$ cat config.mk
export PLATFORM = sky130hd
export DESIGN_NAME = mem_access_unit_flat
export DESIGN_NICKNAME = d
export VERILOG_FILES = /design/src/rtl/mem_access_unit_if.sv /design/src/rtl/mem_access_unit.sv /design/src/flat_wrapper.sv
export SDC_FILE = /design/constraint.sdc
export NUM_CORES = 1
export LEC_CHECK = 0
export BUFFER_PORTS_ARGS = -buffer_cell sky130_fd_sc_hd__buf_2
export CAP_MARGIN = 0
export CELL_PAD_IN_SITES_DETAIL_PLACEMENT = 1
export CELL_PAD_IN_SITES_GLOBAL_PLACEMENT = 2
export CORE_MARGIN = 8
export CORE_UTILIZATION = 28
export DETAILED_ROUTE_END_ITERATION = 8
export PLACE_DENSITY_LB_ADDON = 0.1
export SKIP_LAST_GASP = 1
export SYNTH_ARGS = -nofsm -noshare
export SYNTH_HDL_FRONTEND = slang
export SYNTH_SLANG_ARGS = --single-unit
$ cat constraint.sdc
create_clock -name clk -period 3.9 [get_ports clk]
set_input_delay 0.39 -clock clk [delete_from_list [all_inputs] [get_ports clk]]
set_output_delay 0.39 -clock clk [all_outputs]
set_load 0.02 [all_outputs]
$ cat src/rtl/mem_access_unit_if.sv
// Data-memory bus between the memory-stage controller and the data memory.
// The controller drives the request side; memory answers with a one-cycle ack.
interface mem_access_unit_if #(
    parameter int PC_BITS = 32
);
    logic               req;
    logic               we;
    logic [PC_BITS-1:0] addr;
    logic [PC_BITS-1:0] wdata;
    logic [PC_BITS-1:0] rdata;
    logic               ack;

    modport master (
        output req, we, addr, wdata,
        input  rdata, ack
    );

    modport slave (
        input  req, we, addr, wdata,
        output rdata, ack
    );
endinterface

$ cat src/rtl/mem_access_unit.sv
// Memory-stage controller: turns M-stage load/store controls into one req/ack
// bus transaction, stalling the pipeline until the result is ready for MEM/WB.
module mem_access_unit #(
    parameter int PC_BITS = 32,
    parameter int TIMEOUT = 16
) (
    input  logic               clk,
    input  logic               clr,
    input  logic               mem_write_m,
    input  logic               mem_to_reg_m,
    input  logic [PC_BITS-1:0] alu_out_m,
    input  logic [PC_BITS-1:0] write_data_m,
    output logic               stall_m,
    output logic [PC_BITS-1:0] read_data_m,
    output logic               misalign_m,
    output logic               bus_err_m,
    mem_access_unit_if.master  dmem
);

    typedef enum logic [1:0] {
        IDLE = 2'd0,
        BUSY = 2'd1,
        DONE = 2'd2
    } state_t;

    localparam int CW = (TIMEOUT > 0) ? $clog2(TIMEOUT + 1) : 1;
    localparam logic [CW-1:0] LAST = (TIMEOUT > 0) ? CW'(TIMEOUT - 1) : '0;

    state_t        state;
    logic [CW-1:0] count;
    logic          op;
    logic          aligned;

    assign op      = mem_write_m | mem_to_reg_m;
    assign aligned = (alu_out_m[1:0] == 2'b00);

    // Misaligned accesses never touch the bus; the instruction simply proceeds
    always_comb begin
        stall_m    = 1'b0;
        misalign_m = 1'b0;
        unique case (state)
            IDLE: begin
                stall_m    = op & aligned;
                misalign_m = op & ~aligned;
            end
            BUSY:    stall_m = 1'b1;
            DONE:    stall_m = 1'b0;
            default: stall_m = 1'b0;
        endcase
    end

    always_ff @(posedge clk or posedge clr) begin
        if (clr) begin
            state       <= IDLE;
            dmem.req    <= 1'b0;
            dmem.we     <= 1'b0;
            dmem.addr   <= '0;
            dmem.wdata  <= '0;
            read_data_m <= '0;
            bus_err_m   <= 1'b0;
            count       <= '0;
        end else begin
            unique case (state)
                IDLE: begin
                    if (op && aligned) begin
                        dmem.req   <= 1'b1;
                        dmem.we    <= mem_write_m;
                        dmem.addr  <= alu_out_m;
                        dmem.wdata <= write_data_m;
                        count      <= '0;
                        state      <= BUSY;
                    end
                end
                BUSY: begin
                    // An ack on the final allowed cycle still wins over the timeout
                    if (dmem.ack) begin
                        dmem.req    <= 1'b0;
                        read_data_m <= dmem.we ? '0 : dmem.rdata;
                        bus_err_m   <= 1'b0;
                        state       <= DONE;
                    end else if (TIMEOUT != 0 && count == LAST) begin
                        dmem.req    <= 1'b0;
                        read_data_m <= '0;
                        bus_err_m   <= 1'b1;
                        state       <= DONE;
                    end else if (count != '1) begin
                        count <= count + 1'b1;
                    end
                end
                DONE: begin
                    bus_err_m <= 1'b0;
                    state     <= IDLE;
                end
                default: state <= IDLE;
            endcase
        end
    end

endmodule

$ cat src/flat_wrapper.sv
// flat-port wrapper written by rule: the top's interface ports become plain ports
module mem_access_unit_flat 
#(
    parameter int PC_BITS = 32,
    parameter int TIMEOUT = 16
)
  (clk, clr, mem_write_m, mem_to_reg_m, alu_out_m, write_data_m, stall_m, read_data_m, misalign_m, bus_err_m, dmem_req, dmem_we, dmem_addr, dmem_wdata, dmem_rdata, dmem_ack);
  mem_access_unit_if #(.PC_BITS(PC_BITS)) dmem_i ();
  input  logic clk;
  input  logic clr;
  input  logic mem_write_m;
  input  logic mem_to_reg_m;
  input  logic [PC_BITS-1:0] alu_out_m;
  input  logic [PC_BITS-1:0] write_data_m;
  output logic stall_m;
  output logic [PC_BITS-1:0] read_data_m;
  output logic misalign_m;
  output logic bus_err_m;
  output wire logic [$bits(dmem_i.req)-1:0] dmem_req;
  output wire logic [$bits(dmem_i.we)-1:0] dmem_we;
  output wire logic [$bits(dmem_i.addr)-1:0] dmem_addr;
  output wire logic [$bits(dmem_i.wdata)-1:0] dmem_wdata;
  input wire logic [$bits(dmem_i.rdata)-1:0] dmem_rdata;
  input wire logic [$bits(dmem_i.ack)-1:0] dmem_ack;
  assign dmem_req = dmem_i.req;
  assign dmem_we = dmem_i.we;
  assign dmem_addr = dmem_i.addr;
  assign dmem_wdata = dmem_i.wdata;
  assign dmem_i.rdata = dmem_rdata;
  assign dmem_i.ack = dmem_ack;
  mem_access_unit #(.PC_BITS(PC_BITS), .TIMEOUT(TIMEOUT)) u_core (.clk(clk), .clr(clr), .mem_write_m(mem_write_m), .mem_to_reg_m(mem_to_reg_m), .alu_out_m(alu_out_m), .write_data_m(write_data_m), .stall_m(stall_m), .read_data_m(read_data_m), .misalign_m(misalign_m), .bus_err_m(bus_err_m), .dmem(dmem_i));
endmodule
Word level (Yosys, flattened, before mapping)
Cells that the tools add are included.
Widths: inputs -> output; s select.
- $add $sub $neg: 1
- mux-type cells: 21
- bitwise gates (word level): 4
- eq/ne operators: 9
- reductions and logical operators: 12
- operators by type and width (cell ; number):
    $mux 32 ; 3
    $mux 5 ; 4
    $pmux 5 s2 ; 1
    $reduce_and 2->1 ; 4
    $mux 1 ; 6
    $mux 2 ; 3
    $pmux 1 s2 ; 3
    $reduce_bool 2->1 ; 3
    $add 5x1->5 const B ; 1
    $eq 5x4->1 const B ; 1
    $ne 5x5->1 const B ; 1
    $reduce_and 5->1 ; 1
    $logic_not 2->1 ; 2
    $ne 2x1->1 const B ; 2
    $ne 2x2->1 const B ; 2
    $pmux 2 s2 ; 1
    $ne 3x2->1 const B ; 1
    $reduce_and 3->1 ; 1
    $and 1x1->1 ; 2
    $eq 2x1->1 const B ; 1
    $eq 2x2->1 const B ; 1
    $logic_and 1x1->1 ; 1
    $not 1->1 ; 1
    $or 1x1->1 ; 1
- output and inout bits: 101
- register bits after elaboration: 106
- logic and storage cells: 55
- input port bits: 101

Depth between registers and ports, before layout
- depth after elaboration: 5
- depth in mapped cells: 8
- mapped depth without buffers: 7

Worst setup path before layout
OpenSTA, ideal clock, no wires.
- path type: flip-flop to flip-flop
- from: reg u_core.count[0]
- to: reg u_core.count[3]
- arrival: 1.863 ns
- path buffers: 0
- path slack: 1.933 ns
- period minus slack after synthesis: 1.967 ns
- required time: 3.796 ns
- cell stages (with the launch flop): 8
- library setup time: 0.104 ns
- cells stage by stage: dfrtp_1 -> ha_1 -> and3_1 -> ha_1 -> nor4b_2 -> a21oi_1 -> or2_4 -> o41ai_2
- word-level cells in the longest chain between the ends: 5
- elaborated cells on any way between the ends: 10
- those cells by class: add/sub: 1; eq/ne: 4; mux: 4; reduce/logical: 1
- RTL lines (element ; RTL line ; text):
    start: declaration ; mem_access_unit.sv:30 ; logic [CW-1:0] count;
    start signal: assignment ; mem_access_unit.sv:87 ; count <= count + 1'b1;
    $add 5x1->5 ; mem_access_unit.sv:87 ;
    $mux 5 ; mem_access_unit.sv:86 ; end else if (count != '1) begin
    $mux 5 ; mem_access_unit.sv:81 ; end else if (TIMEOUT != 0 && count == LAST) begin
    $mux 5 ; mem_access_unit.sv:76 ; if (dmem.ack) begin
    $pmux 5 s2 ; mem_access_unit.sv:63 ; unique case (state)
Parallel ways exist; a longest one is shown, timed or not. The select of a mux whose other input is x is not followed.
A chain may end at the register's enable or synchronous reset.

Worst setup path after layout
- from: reg u_core.state[0]
- to: out stall_m
- word-level cells in the longest chain between the ends: 2
- elaborated cells on any way between the ends: 3
- those cells by class: eq/ne: 1; mux: 1; reduce/logical: 1
- RTL lines (element ; RTL line ; text):
    start: declaration ; mem_access_unit.sv:29 ; state_t state;
    start signal: assignment ; mem_access_unit.sv:54 ; state <= IDLE;
    start signal: assignment ; mem_access_unit.sv:71 ; state <= BUSY;
    start signal: assignment ; mem_access_unit.sv:80 ; state <= DONE;
    $eq 2x1->1 or $logic_not 2->1 (tied branches) ; mem_access_unit.sv:41 ; unique case (state)
    $pmux 1 s2 (*) ; mem_access_unit.sv:41 ;
    end: declaration ; flat_wrapper.sv:15 ; output logic stall_m;
Mark *: on every way between the ends. The rest lies on a longest branch, timed or not.

==> summary.md <==
| Metric | Value |
|---|---|
| Post-CTS Resized | 0 |
| Tightest Pin Transition | 0.691 ns |
| Min Tclk post-route | 2.38 ns |
| Area fraction of the dominant cell type after synthesis | 63.0% |
| Clk sink count | 106 |
| Post-synthesis cell type count | 33 |
| Sw Ratio | 40.0% |
| Clock share of power | 19.6% |
| Fin cells | 717 |
| Clk buf depth | 2 |
| Critical path endpoint category | output port |
| Finish-stage setup viols | 0 |
| Final WL | 12.3 mm |
| Antenna cell count | 0 |
| GR Overflow Total | 0 |
| HP Class | primary input to async pin |
| Post-DP Area | 5430 um^2 |
| Ys flop type | dfrtp_1 |
| Max-slew headroom | 53.9% |
| Final nets | 631 |
| Starting Density | 28.2% |
| Die area | 19,200 um^2 |
| Gate Count Post-Synth | 324 |
| Skew-Pair Late Insertion Delay | 0.35 ns |
| CP required | 3.51 ns |
| Port bufs | 201 |
| CP Max Fanout | 24 |
| Share of layout cells above drive strength 1 | 55.6% |
| DRC | 0 |
| Post-Place Cells | 701 |
| HPWL Detailed | 9.29 mm |
| Top cells by area, synth | dfrtp_1, mux2_2, nand2_1 |
| Die X | 139 um |
| Final hold vios | 0 |
| Reg clk slew, reported paths | 0.07 ns |
| Synth area leader | dfrtp_1 |
| Io pins | 202 |
| Initial antenna violation count | 0 |
| Synth cell count leaders | dfrtp_1, mux2_2, nand2_1, o21ai_0 |
| Number of synthesized flops with an enable pin | 0 |
| Synth async-reset ratio | 100% |
| Area growth syn-to-layout | 36.4% |
| Register area share after synthesis | 63.0% |
| Drt via density | 4.44 |
| WL/cell | 17.2 um |
| Post-synth design cell area | 4210 um^2 |
| Routed Antenna Nets | 0 |
| Setup Skew | 0.00774 ns |
| Total GRT Usage | 12.9% |
| Design Area, Final | 5740 um^2 |
| Mapped Nets | 431 |
| Status | finished, final reports clean |
| Drt first pass iters | 4 |
| Global-route wire length before repair | 19.9 mm |
| Total CTS buffers | 9 |
| Final worst-path cycle share | 60.9% |
| Pleak | 2.88 nW |
| Clock H-tree levels | 3 |
| Switching power | 2.01 mW |
| Combinational Power Share | 43.3% |
| Seq cells post-synth | 106 |
| Slew Viols, Final | 0 |
| Post-CTS Hold Fix Bufs | 0 |
| CTS tree | yes |
| Syn_area_per_cell | 13.0 um^2 |
| Core area | 14,900 um^2 |
| Seq pwr share | 37.2% |
| Max_cap viols | 0 |
| Yosys warning count | 0 |
| Int Power | 3.01 mW |
| Startpoint types | flip-flop |
| Max Fclk | 421 MHz |
| Largest net degree at the start of global routing | 57 |
| Root buf cell | clkbuf_16 |
| Vias in the first global route | 3,531 |
| Pwr dens | 875 nW/um^2 |
| DR iter-0 viols | 124 |
| Vias | 3,184 |
| Number of setup buffers added after CTS | 0 |
| Total Negative Setup Slacks | 0 ns |
| RSZ-0062 raised after global routing | false |
| DIE HEIGHT | 139 um |
| Core Rows | 45 |
| RePlAce Congestion | 0.727 |
| Setup CP Type | flip-flop to output port |
| Worst vdd ir | 0.310 mV |
| Crit path DAT | 1.99 ns |
| Most common cell in the netlist | dfrtp_1 |
cell families (layout without fill, tap and decap cells):
kind of cell | after synthesis | after routing | share of synthesized area (%)
buf+inv | 24 | 229 | 2.73
simple gates | 71 | 71 | 7.64
mux | 64 | 64 | 17.1
flops | 106 | 106 | 63.0
compound gates | 53 | 53 | 7.73
fa+ha+maj | 6 | 6 | 1.78
power groups by stage:
stage / clock (mW) / sequential, mW / combinational, mW
after floorplan: 0 / 2.51 / 0.749
after global placement: 0 / 1.87 / 2.20
after detailed placement: 0 / 1.90 / 2.23
after CTS: 1.02 / 1.88 / 2.23
after global routing: 1.07 / 1.95 / 2.36
final: 0.983 / 1.87 / 2.17
sequential cells by signal, summed over array words and instances, names as in the netlist:
register            cells
u_core.read_data_m     32
u_core.dmem.wdata      32
u_core.dmem.we          1
u_core.bus_err_m        1
u_core.state            2
u_core.count            5
u_core.dmem.req         1
u_core.dmem.addr       32
critical path, cell delays in order (launching register included):
cell	delay, ns
dfrtp_1	0.40
inv_1	0.09
ha_1	0.20
o21ai_1	0.15
nor3_4	0.15
buf_4	0.32
or2_2	0.16
buf_2	0.16
final timing paths:
kind                       depth (start not counted)                    from  slack (ns)                endpoint
max                                                7         u_core.state[0]        1.52                 stall_m
min in group clk                                   2           dmem_rdata[3]        0.25   u_core.read_data_m[3]
min reg2reg                                        2  u_core.read_data_m[17]        0.48  u_core.read_data_m[17]
max reg2reg                                        7         u_core.count[0]        1.72         u_core.count[3]
max in group asynchronous                          3                     clr        2.91  u_core.read_data_m[30]
min                                                2                     clr        0.14    u_core.dmem.addr[11]
cells in the final DEF, fill, tap and decap left out, types with 2 or more instances in the layout:
cell type,synthesis,final
clkinv_2,0,3
bufinv_16,0,2
a21oi_1,3,3
dfrtp_1,106,106
nor2_1,6,6
inv_1,6,5
o31ai_1,3,3
mux2_2,63,63
and2_1,2,2
nor2b_1,4,3
buf_4,4,6
clkbuf_16,0,9
nand2_1,49,49
ha_1,6,6
buf_2,8,201
o21ai_0,33,32
a22o_1,8,8
layer usage:
metal,global-route usage (%),part of all wire (%)
met1,15.9,43
met2,19.9,46
met3,5.17,9.2
met4,4.98,1.3
met5,0,0
per-stage QoR:
stage               hold WS, ns  total power, mW  worst slack (ns)  utilization (%)
floorplan                 0.462             3.26             0.721                -
global placement          0.459             4.06              1.78             36.4
global route              0.197             5.38              1.31             38.5
detailed placement        0.467             4.12              1.70             36.4
finish                    0.141             5.02              1.52             38.5
CTS                       0.171             5.13              1.47             38.5
layout make-up:
class / count / area (um^2)
repair buffers: 207 / 1050
multi-input cells: 194 / 1460
well taps: 188 / 235
clock buffers: 9 / 225
inverters: 6 / 25.0
clock inverters: 7 / 92.6
flip-flops and latches: 106 / 2650
fillers: 1683 / 9180
(Power assumes the default switching activity.)
